<file path="src/rtl/memory_stage_pkg.sv">
// memory_stage_pkg: shared opcodes, funct3 width codes and the FSM state type
// for the memory stage.
// Optional feature macro: MEM_ALIGN_CHECK_EN (enables the misalignment helper's use).
package memory_stage_pkg;

    localparam logic [6:0] OP_LOAD  = 7'b0000011;
    localparam logic [6:0] OP_STORE = 7'b0100011;

    localparam logic [2:0] FUNC_LB  = 3'b000;
    localparam logic [2:0] FUNC_LH  = 3'b001;
    localparam logic [2:0] FUNC_LW  = 3'b010;
    localparam logic [2:0] FUNC_LBU = 3'b100;
    localparam logic [2:0] FUNC_LHU = 3'b101;
    localparam logic [2:0] FUNC_SB  = 3'b000;
    localparam logic [2:0] FUNC_SH  = 3'b001;
    localparam logic [2:0] FUNC_SW  = 3'b010;

    typedef enum logic [1:0] {
        M_IDLE   = 2'd0,
        M_ACCESS = 2'd1,
        M_DONE   = 2'd2
    } mstate_e;

    function automatic logic is_mem_op(input logic [6:0] op);
        return (op == OP_LOAD) || (op == OP_STORE);
    endfunction

    // funct3[1:0] encodes the access size for both loads and stores.
    function automatic logic misaligned(input logic [2:0] f3, input logic [1:0] off);
        case (f3[1:0])
            2'b01:   return off[0];
            2'b10:   return off != 2'b00;
            default: return 1'b0;
        endcase
    endfunction

endpackage

</file>
<file path="src/rtl/memory_stage_lane_align.sv">
// mem_lane_align: combinational lane steering for the memory stage.
// Ports:
//   funct3 - access width / signedness
//   off    - byte offset within the word (addr[1:0])
//   sdata  - store data (unaligned, low bits significant)
//   rdata  - raw word from data memory
//   wdata  - store data replicated across lanes
//   wstrb  - byte-lane write strobes
//   ldata  - extracted and extended load value
module mem_lane_align
    import memory_stage_pkg::*;
(
    input  logic [2:0]  funct3,
    input  logic [1:0]  off,
    input  logic [31:0] sdata,
    input  logic [31:0] rdata,
    output logic [31:0] wdata,
    output logic [3:0]  wstrb,
    output logic [31:0] ldata
);

    logic [31:0] rot;

    // Rotate so the addressed lane lands in bits [7:0]; a half access at
    // offset 3 therefore wraps to lane 0 for its upper byte.
    always_comb begin
        rot = rdata;
        case (off)
            2'd1:    rot = {rdata[7:0],  rdata[31:8]};
            2'd2:    rot = {rdata[15:0], rdata[31:16]};
            2'd3:    rot = {rdata[23:0], rdata[31:24]};
            default: rot = rdata;
        endcase
    end

    always_comb begin
        ldata = rot;
        case (funct3)
            FUNC_LB:  ldata = {{24{rot[7]}},  rot[7:0]};
            FUNC_LH:  ldata = {{16{rot[15]}}, rot[15:0]};
            FUNC_LBU: ldata = {24'h0, rot[7:0]};
            FUNC_LHU: ldata = {16'h0, rot[15:0]};
            default:  ldata = rot;
        endcase
    end

    always_comb begin
        wdata = sdata;
        wstrb = 4'b1111;
        case (funct3)
            FUNC_SB: begin
                wdata = {4{sdata[7:0]}};
                wstrb = 4'b0001 << off;
            end
            FUNC_SH: begin
                wdata = {2{sdata[15:0]}};
                wstrb = 4'b0011 << {off[1], 1'b0};
            end
            default: begin
                wdata = sdata;
                wstrb = 4'b1111;
            end
        endcase
    end

endmodule

</file>
<file path="src/rtl/memory_stage.sv">
// memory_stage: fourth pipeline stage. Registers the execute result through a
// valid/allow-in handshake, performs loads/stores against a single-port data
// memory (req/ready), aligns load data and presents the write-back value.
// Ports:
//   clk, rst                   - clock, async active-high reset
//   e_to_m_valid / m_allow_in  - upstream handshake
//   w_allow_in / m_to_w_valid  - downstream handshake; m_valid = occupied
//   e_valE, E_*                - execute-stage result and instruction fields
//   M_*                        - registered copies of the instruction fields
//   m_valW                     - write-back value
//   dmem_*                     - data memory request/response
//   m_misalign                 - misaligned access flag (MEM_ALIGN_CHECK_EN only)
// Optional feature macro: MEM_ALIGN_CHECK_EN
module memory_stage
    import memory_stage_pkg::*;
#(
    parameter int N = 12
) (
    input  logic          clk,
    input  logic          rst,
    input  logic          e_to_m_valid,
    output logic          m_allow_in,
    input  logic          w_allow_in,
    output logic          m_to_w_valid,
    output logic          m_valid,
    input  logic [31:0]   e_valE,
    input  logic [6:0]    E_opcode,
    input  logic [9:0]    E_funct,
    input  logic [31:0]   E_val2,
    input  logic [4:0]    E_rd,
    input  logic [N-1:0]  E_pred_history,
    output logic [6:0]    M_opcode,
    output logic [9:0]    M_funct,
    output logic [4:0]    M_rd,
    output logic [31:0]   M_valE,
    output logic [N-1:0]  M_pred_history,
    output logic [31:0]   m_valW,
    output logic          dmem_req,
    output logic          dmem_we,
    output logic [31:0]   dmem_addr,
    output logic [31:0]   dmem_wdata,
    output logic [3:0]    dmem_wstrb,
    input  logic          dmem_ready,
    input  logic [31:0]   dmem_rdata
`ifdef MEM_ALIGN_CHECK_EN
    ,
    output logic          m_misalign
`endif
);

    mstate_e       state_q, state_d;
    logic          m_valid_q;
    logic [6:0]    opcode_q;
    logic [9:0]    funct_q;
    logic [4:0]    rd_q;
    logic [31:0]   valE_q;
    logic [31:0]   val2_q;
    logic [N-1:0]  hist_q;
    logic [31:0]   ldata_q;

    logic          is_load, is_store, is_mem, m_ready_go, capture;
    logic          e_is_mem, e_mis, mis;
    logic [31:0]   lane_wdata, lane_ldata;
    logic [3:0]    lane_wstrb;

    assign is_load    = (opcode_q == OP_LOAD);
    assign is_store   = (opcode_q == OP_STORE);
    assign is_mem     = m_valid_q & (is_load | is_store);
    assign m_ready_go = ~is_mem | (state_q == M_DONE);
    assign m_allow_in = ~m_valid_q | (m_ready_go & w_allow_in);
    assign capture    = m_allow_in & e_to_m_valid;
    assign e_is_mem   = is_mem_op(E_opcode);

`ifdef MEM_ALIGN_CHECK_EN
    assign e_mis      = misaligned(E_funct[2:0], e_valE[1:0]);
    assign mis        = is_mem & misaligned(funct_q[2:0], valE_q[1:0]);
    assign m_misalign = mis;
`else
    assign e_mis      = 1'b0;
    assign mis        = 1'b0;
`endif

    // IDLE and DONE share the departure logic: a captured memory op goes
    // straight to ACCESS (or DONE when it will never touch memory).
    always_comb begin
        state_d = state_q;
        case (state_q)
            M_ACCESS: if (dmem_ready) state_d = M_DONE;
            default: begin
                if (m_allow_in) begin
                    if (capture && e_is_mem) state_d = e_mis ? M_DONE : M_ACCESS;
                    else                     state_d = M_IDLE;
                end
            end
        endcase
    end

    always_ff @(posedge clk or posedge rst) begin
        if (rst) begin
            state_q   <= M_IDLE;
            m_valid_q <= 1'b0;
            ldata_q   <= '0;
        end else begin
            state_q <= state_d;
            if (m_allow_in) m_valid_q <= e_to_m_valid;
            if (state_q == M_ACCESS && dmem_ready && is_load) ldata_q <= lane_ldata;
        end
    end

    always_ff @(posedge clk) begin
        if (capture) begin
            opcode_q <= E_opcode;
            funct_q  <= E_funct;
            rd_q     <= E_rd;
            valE_q   <= e_valE;
            val2_q   <= E_val2;
            hist_q   <= E_pred_history;
        end
    end

    mem_lane_align u_align (
        .funct3 (funct_q[2:0]),
        .off    (valE_q[1:0]),
        .sdata  (val2_q),
        .rdata  (dmem_rdata),
        .wdata  (lane_wdata),
        .wstrb  (lane_wstrb),
        .ldata  (lane_ldata)
    );

    // Request outputs are decoded from state and the held M_* registers, so
    // they stay stable through ACCESS and drop immediately on reset.
    assign dmem_req   = (state_q == M_ACCESS);
    assign dmem_we    = dmem_req & is_store;
    assign dmem_addr  = {valE_q[31:2], 2'b00};
    assign dmem_wdata = lane_wdata;
    assign dmem_wstrb = dmem_we ? lane_wstrb : '0;

    assign m_valid        = m_valid_q;
    assign m_to_w_valid   = m_valid_q & m_ready_go;
    assign m_valW         = mis ? '0 : (is_load ? ldata_q : valE_q);
    assign M_opcode       = opcode_q;
    assign M_funct        = funct_q;
    assign M_rd           = rd_q;
    assign M_valE         = valE_q;
    assign M_pred_history = hist_q;

endmodule

</file>
<file path="config.mk">
export PLATFORM = sky130hd
export DESIGN_NAME = memory_stage
export DESIGN_NICKNAME = d
export VERILOG_FILES = /design/src/rtl/memory_stage_pkg.sv /design/src/rtl/memory_stage_lane_align.sv /design/src/rtl/memory_stage.sv
export SDC_FILE = /design/constraint.sdc
export NUM_CORES = 1
export LEC_CHECK = 0
export CORE_ASPECT_RATIO = 1.2
export CORE_MARGIN = 2
export CORE_UTILIZATION = 30
export DETAILED_ROUTE_END_ITERATION = 10
export PLACE_DENSITY = 0.72
export SETUP_SLACK_MARGIN = 0.3
export SYNTH_ARGS = -nofsm -noshare
export SYNTH_HDL_FRONTEND = slang
export SYNTH_SLANG_ARGS = --single-unit
</file>
<file path="constraint.sdc">
create_clock -name clk -period 8.75 [get_ports clk]
set_input_delay 1.75 -clock clk [delete_from_list [all_inputs] [get_ports clk]]
set_output_delay 1.75 -clock clk [all_outputs]
set_load 0.02 [all_outputs]
</file>
## Yosys cells after proc, flatten, opt, wreduce, memory -nomap -nowiden

Cells that the tools add are included.

| word-level totals | value |
|---|---|
| bits in registers | 133 |
| latch bits | 0 |
| RAM bits | 0 |
| memory bits (read-only) | 0 |
| bits of input ports | 135 |
| output and inout bits | 171 |
| word-level logic and storage cells | 51 |
| memories kept | 0 |

| operators by class | value |
|---|---|
| add/sub/neg operators | 0 |
| multiply operators | 0 |
| div/mod/pow operators | 0 |
| magnitude comparators | 0 |
| equal/unequal tests | 13 |
| shifts and indexed selects | 2 |
| mux-type cells | 10 |
| bitwise logic cells | 10 |
| reduce and logical (&&, ||, !) cells | 7 |

Operators with widths:

| cell | count |
|---|---|
| $pmux W32 S4 | 1 |
| $pmux W32 S3 | 1 |
| $pmux W32 S2 | 1 |
| $mux W32 | 1 |
| $eq A7 B2 Y1 const B | 2 |
| $eq A7 B6 Y1 const B | 2 |
| $pmux W4 S2 | 1 |
| $eq A2 B2 Y1 const B | 3 |
| $eq A3 B3 Y1 const B | 2 |
| $mux W2 | 3 |
| $and A1 B1 Y1 | 5 |
| $eq A2 B1 Y1 const B | 2 |
| $mux W4 | 1 |
| $shl A1 B2 Y4 const A | 1 |
| $shl A2 B2 Y4 const A | 1 |
| $eq A3 B1 Y1 const B | 1 |
| $logic_and A1 B1 Y1 | 3 |
| $logic_not A3 Y1 | 1 |
| $or A1 B1 Y1 | 3 |
| $ne A2 B1 Y1 const B | 1 |
| $not A1 Y1 | 2 |
| $reduce_and A2 Y1 | 1 |
| $reduce_bool A2 Y1 | 1 |
| $logic_or A1 B1 Y1 | 1 |
| $mux W1 | 1 |

## Longest topological paths before layout

| logic depth | value |
|---|---|
| word-level depth | 12 |
| mapped depth | 6 |
| gate-level depth less buffers | 4 |

## Hierarchy

Synthesis repeated with hierarchy kept, for this count alone.

| unflattened totals | value |
|---|---|
| cell total of the unflattened synthesis | 461 |
| area total of the unflattened synthesis | 6703.9 µm² |

Modules (own cells, without submodules):

| module | times used | cells each | area an instance (µm²) | seq. area each (µm²) |
|---|---|---|---|---|
| memory_stage | 1 | 266 | 5178.7 | 3818.7 |
| mem_lane_align | 1 | 195 | 1525.2 | 0.0 |

## Worst setup path before layout

OpenSTA, ideal clock, no wires.

| timing | value |
|---|---|
| path kind | input-to-reg |
| start | in w_allow_in |
| end | reg funct_q[0] (netlist: M_funct[0]) (enable) |
| setup time | 0.468 ns |
| arrival time | 4.386 ns |
| data required time | 8.282 ns |
| path slack | 3.896 ns |
| stages | 3 |
| cells stage by stage | o31ai_1 nand2_1 and2_1 |

| between the ends | value |
|---|---|
| longest elaborated chain between the ends | 3 |

Ends and longest elaborated chain:

| element | line | text |
|---|---|---|
| start, declared | memory_stage.sv:23 | `input logic w_allow_in,` |
| $and A1 B1 Y1 | memory_stage.sv:70 | `assign m_allow_in = ~m_valid_q \| (m_ready_go & w_allow_in);` |
| $or A1 B1 Y1 | memory_stage.sv:70 |  |
| named net m_allow_in | memory_stage.sv:22 | `output logic m_allow_in,` |
| $and A1 B1 Y1 | memory_stage.sv:71 | `assign capture = m_allow_in & e_to_m_valid;` |
| named net capture | memory_stage.sv:61 | `logic is_load, is_store, is_mem, m_ready_go, capture;` |
| end signal, assigned | memory_stage.sv:113 | `funct_q <= E_funct;` |
| end, declared | memory_stage.sv:54 | `logic [9:0] funct_q;` |

The timed path passes the listed nets, and every way through them passes these cells.
A chain may end at the register's enable or synchronous reset.

## Final worst setup path

| timing | value |
|---|---|
| start | in w_allow_in |
| end | out m_allow_in |

| between the ends | value |
|---|---|
| longest elaborated chain between the ends | 2 |

Ends and longest elaborated chain:

| element | line |
|---|---|
| $and A1 B1 Y1 | memory_stage.sv:70 |
| $or A1 B1 Y1 | memory_stage.sv:70 |
| end, declared | memory_stage.sv:22 |

Every way passes these cells.

==> key figures <==
Power
  • Cell Pwr Density: 174 nW/um^2
  • VDD IR max: 116 uV
  • Leakage: between 3 and 4 nW

Worst hold path
  • WHS Endpoint: ldata_q[0]
  • Worst min-delay path class: reg -> reg
  • Cells on Worst Hold Path: 1
  • Hold path start: ldata_q[0]

Clock tree
  • # clock sinks: 133
  • Root Driver: clkbuf_16
  • Worst-Skew Late Latency: 0.41 ns
  • Worst-case clock buffer depth: 2
  • CTS tree: yes
  • Setup bufs post-CTS: 0
  • Num CTS Buffers: 17
  • Worst-path clk slew: roughly 0.060 ns
  • H-tree Lvls: 4
  • Post-CTS Hold Fix Bufs: 0
  • Post-cts sizing count: 0

Layout
  • Share of cells above drive strength 1: 19.7%
  • Diodes inserted: 0
  • Area delta synth->final: 54.7%
  • # nets final: 828

Yosys
  • Area contributors post-synth: edfxtp_1 46%, dfrtp_1 14%, mux4_2 12%
  • Largest family of logic cells by synthesized area: multiplexers
  • Yosys warns: 0
  • Post-synthesis mux area share: 22.7%
  • Post-synth top area share: a little under half
  • Post-synthesis sequential area ratio: 59.1%
  • Synth Area in Compound Gates: 4.57%
  • XOR/XNOR share of the synthesized area: 0%
  • Yosys cell types: 34
  • FF+latch count, synth: 133
  • Syn_area_per_cell: 15.0 sq um
  • Yosys top cell by area: edfxtp_1
  • Syn Std Cell Area: 6460 sq um
  • Synth Area in Adders: 0%
  • Cell count after synthesis: 429
  • Simple-gate share of the synthesized area: between 5 and 6%

Placement
  • Dpl ws: around 3.9 ns
  • Port buffer count: 303
  • Hpwl dp: 13600 um
  • RePlAce Congestion: 0.829

STA
  • Period minus WS final: a little under 5 ns
  • Unrepaired setup endpoints after global routing: false
  • Setup Total Neg Slack: 0 ns
  • Final setup violation count: 0
  • Setup ws final: 3.91 ns
  • FMAX: 207 MHz
  • Least-Margin Pin Slew: approximately 1 ns
  • Slew HR: between 30% and 40%
  • Max-slew violation count: 0
  • Setup skew after layout: approximately 0.009 ns
  • Final worst-path cycle share: 55.3%
  • Worst hold slack: 0.517 ns
  • Final Hold Viols: 0

Run status
  • Status: finished clean

Route
  • Average wire per cell in the routed design: 18.7 um
  • Initial DRC Count: 164
  • Vias per inst: 4.71
  • DR vias: 4600
  • DRC: 0
  • Remaining antenna violation count: 0
  • Pre-Repair DR Iteration Count: 4
  • DRT Wirelength: 18300 um

Setup path
  • Slowest stage delay, CP: 0.61 ns
  • CP max FO: 4
  • Crit end category: output pin
  • Arrival @ worst endpoint: 3.09 ns
  • FF-to-FF setup slack: 6.05 ns
  • Reg-to-reg startpoint: M_opcode[2]
  • RR Endpoint: M_valE[9]
  • Cell chain of the critical path: clkdlybuf4s50_1 > o31ai_1 > nand2_1 > clkdlybuf4s50_1
  • Top Family by Delay on Critical Path: buffers and inverters
  • Crit start category: input pin
  • CP Class: in -> out
  • CP bufs+invs: 2
  • Slowest cell on crit path: clkdlybuf4s50_1
  • CP required: 7.00 ns
  • R2R cell count: 5
  • Cell mode on critical path: clkdlybuf4s50_1

Die
  • Core Region: 21000 sq um
  • Chip height: around 160 um
  • FP Rows: 58
  • IO Count: approximately 300
  • Die span in x: 138 um
  • Die Area: 22700 sq um
  • Starting Density: 30.7%

GRT
  • Total track usage: 16.3%
  • Largest net degree at the start of global routing: between 70 and 80
  • First-pass GRT wire length: 27500 um
  • Vias in the first global route: 4891
  • Antenna violations before repair: 0
  • GR Overflow Total: 0

Run
  • MaxCap Viol Count: 0
-- power breakdown --
part	internal [mW]	switching [mW]
clock	0.382	0.319
sequential	0.713	0.0188
combinational	0.169	0.139
total	1.26	0.477
-- metal layers --
layer / track usage, % / share of wire [%] / vias to the layer above
met5: 0 / 0 / -
met4: 5.33 / 1.8 / 0
met3: 6.17 / 9.3 / 17
met2: 28.4 / 52 / 218
met1: 18.2 / 37 / 2245
li1: - / - / 2120
-- how the worst max path moves through the flow --
stage | cells after the start | endpoint | start | slack, ns
after global placement | 4 | m_allow_in | w_allow_in | 3.94
after detailed placement | 4 | m_allow_in | w_allow_in | 3.92
after CTS | 4 | m_allow_in | w_allow_in | 3.91
final | 4 | m_allow_in | w_allow_in | 3.91
after floorplan | 3 | M_funct[0] | w_allow_in | 3.90
after global routing | 3 | dmem_wdata[13] | M_funct[1] | 3.80
-- cells in the final DEF, fill, tap and decap left out, drive strengths merged, types with 2 or more instances in the layout --
cell	instances
buf	7
o21ai	5
nand3	4
nor2	35
dfrtp	35
nand3b	2
edfxtp	98
clkdlybuf4s50	303
inv	16
a31oi	18
nor3	2
or2	2
mux2	55
mux2i	8
a21oi	20
clkinv	3
mux4	34
o21bai	2
clkbuf	17
conb	2
nand2	27
-- stage by stage --
step | area (sq um) | utilization, % | instances | total power, mW
2_1_floorplan | 6460 | - | 430 | 0.897
3_3_place_gp | 9420 | 44.8 | 944 | 1.05
3_5_place_dp | 9420 | 44.8 | 944 | 1.06
4_1_cts | 9990 | 47.5 | 976 | 1.76
5_1_grt | 9990 | 47.5 | 976 | 1.82
6_report | 9990 | 47.5 | 976 | 1.74
-- worst register-to-register path, delay by kind of cell (launching register included) --
family / cells / cell delay, ns
AO/OA/AOI/OAI: 1 / 0.54
flip-flops: 1 / 0.39
buffers and inverters: 1 / 0.44
AND/OR/NAND/NOR: 3 / 0.87
-- sequential cells by signal, summed over array words and instances, names as in the netlist --
name,cells
M_rd,5
M_opcode,7
m_valid,1
state_q,2
val2_q,32
ldata_q,32
M_pred_history,12
M_valE,32
M_funct,10
-- layout make-up --
class | count | area [sq um]
Fill cell | 1894 | 11100
Clock buffer | 17 | 425
Tap cell | 270 | 338
Timing Repair Buffer | 310 | 3090
Clock inverter | 15 | 146
Sequential cell | 133 | 3820
Multi-Input combinational cell | 227 | 2160
Inverter | 4 | 15.0
-- cells in the mapped netlist (all sizes together) --
cell     number
mux2i         8
nand2b        1
nand2        27
a21boi        1
mux4         34
nor3b         1
and2          1
or4           1
mux2         55
nand4bb       1
and3          1
o21ai         5
dfrtp        35
nand3b        2
o31ai         1
nor2         35
a31oi        18
a21oi        20
buf          61
o21bai        2
clkbuf        5
nor2b         1
nand3         4
inv           4
or2           2
conb          1
o31a          1
edfxtp       98
nor4          1
nor3          2
-- cells by family after synthesis --
kind of cell / count (synthesis)
simple gates: 80
other cells: 1
flops: 133
compound gates: 48
buf+inv: 70
mux: 97
No activity file was read; power rests on OpenSTA's default activity.
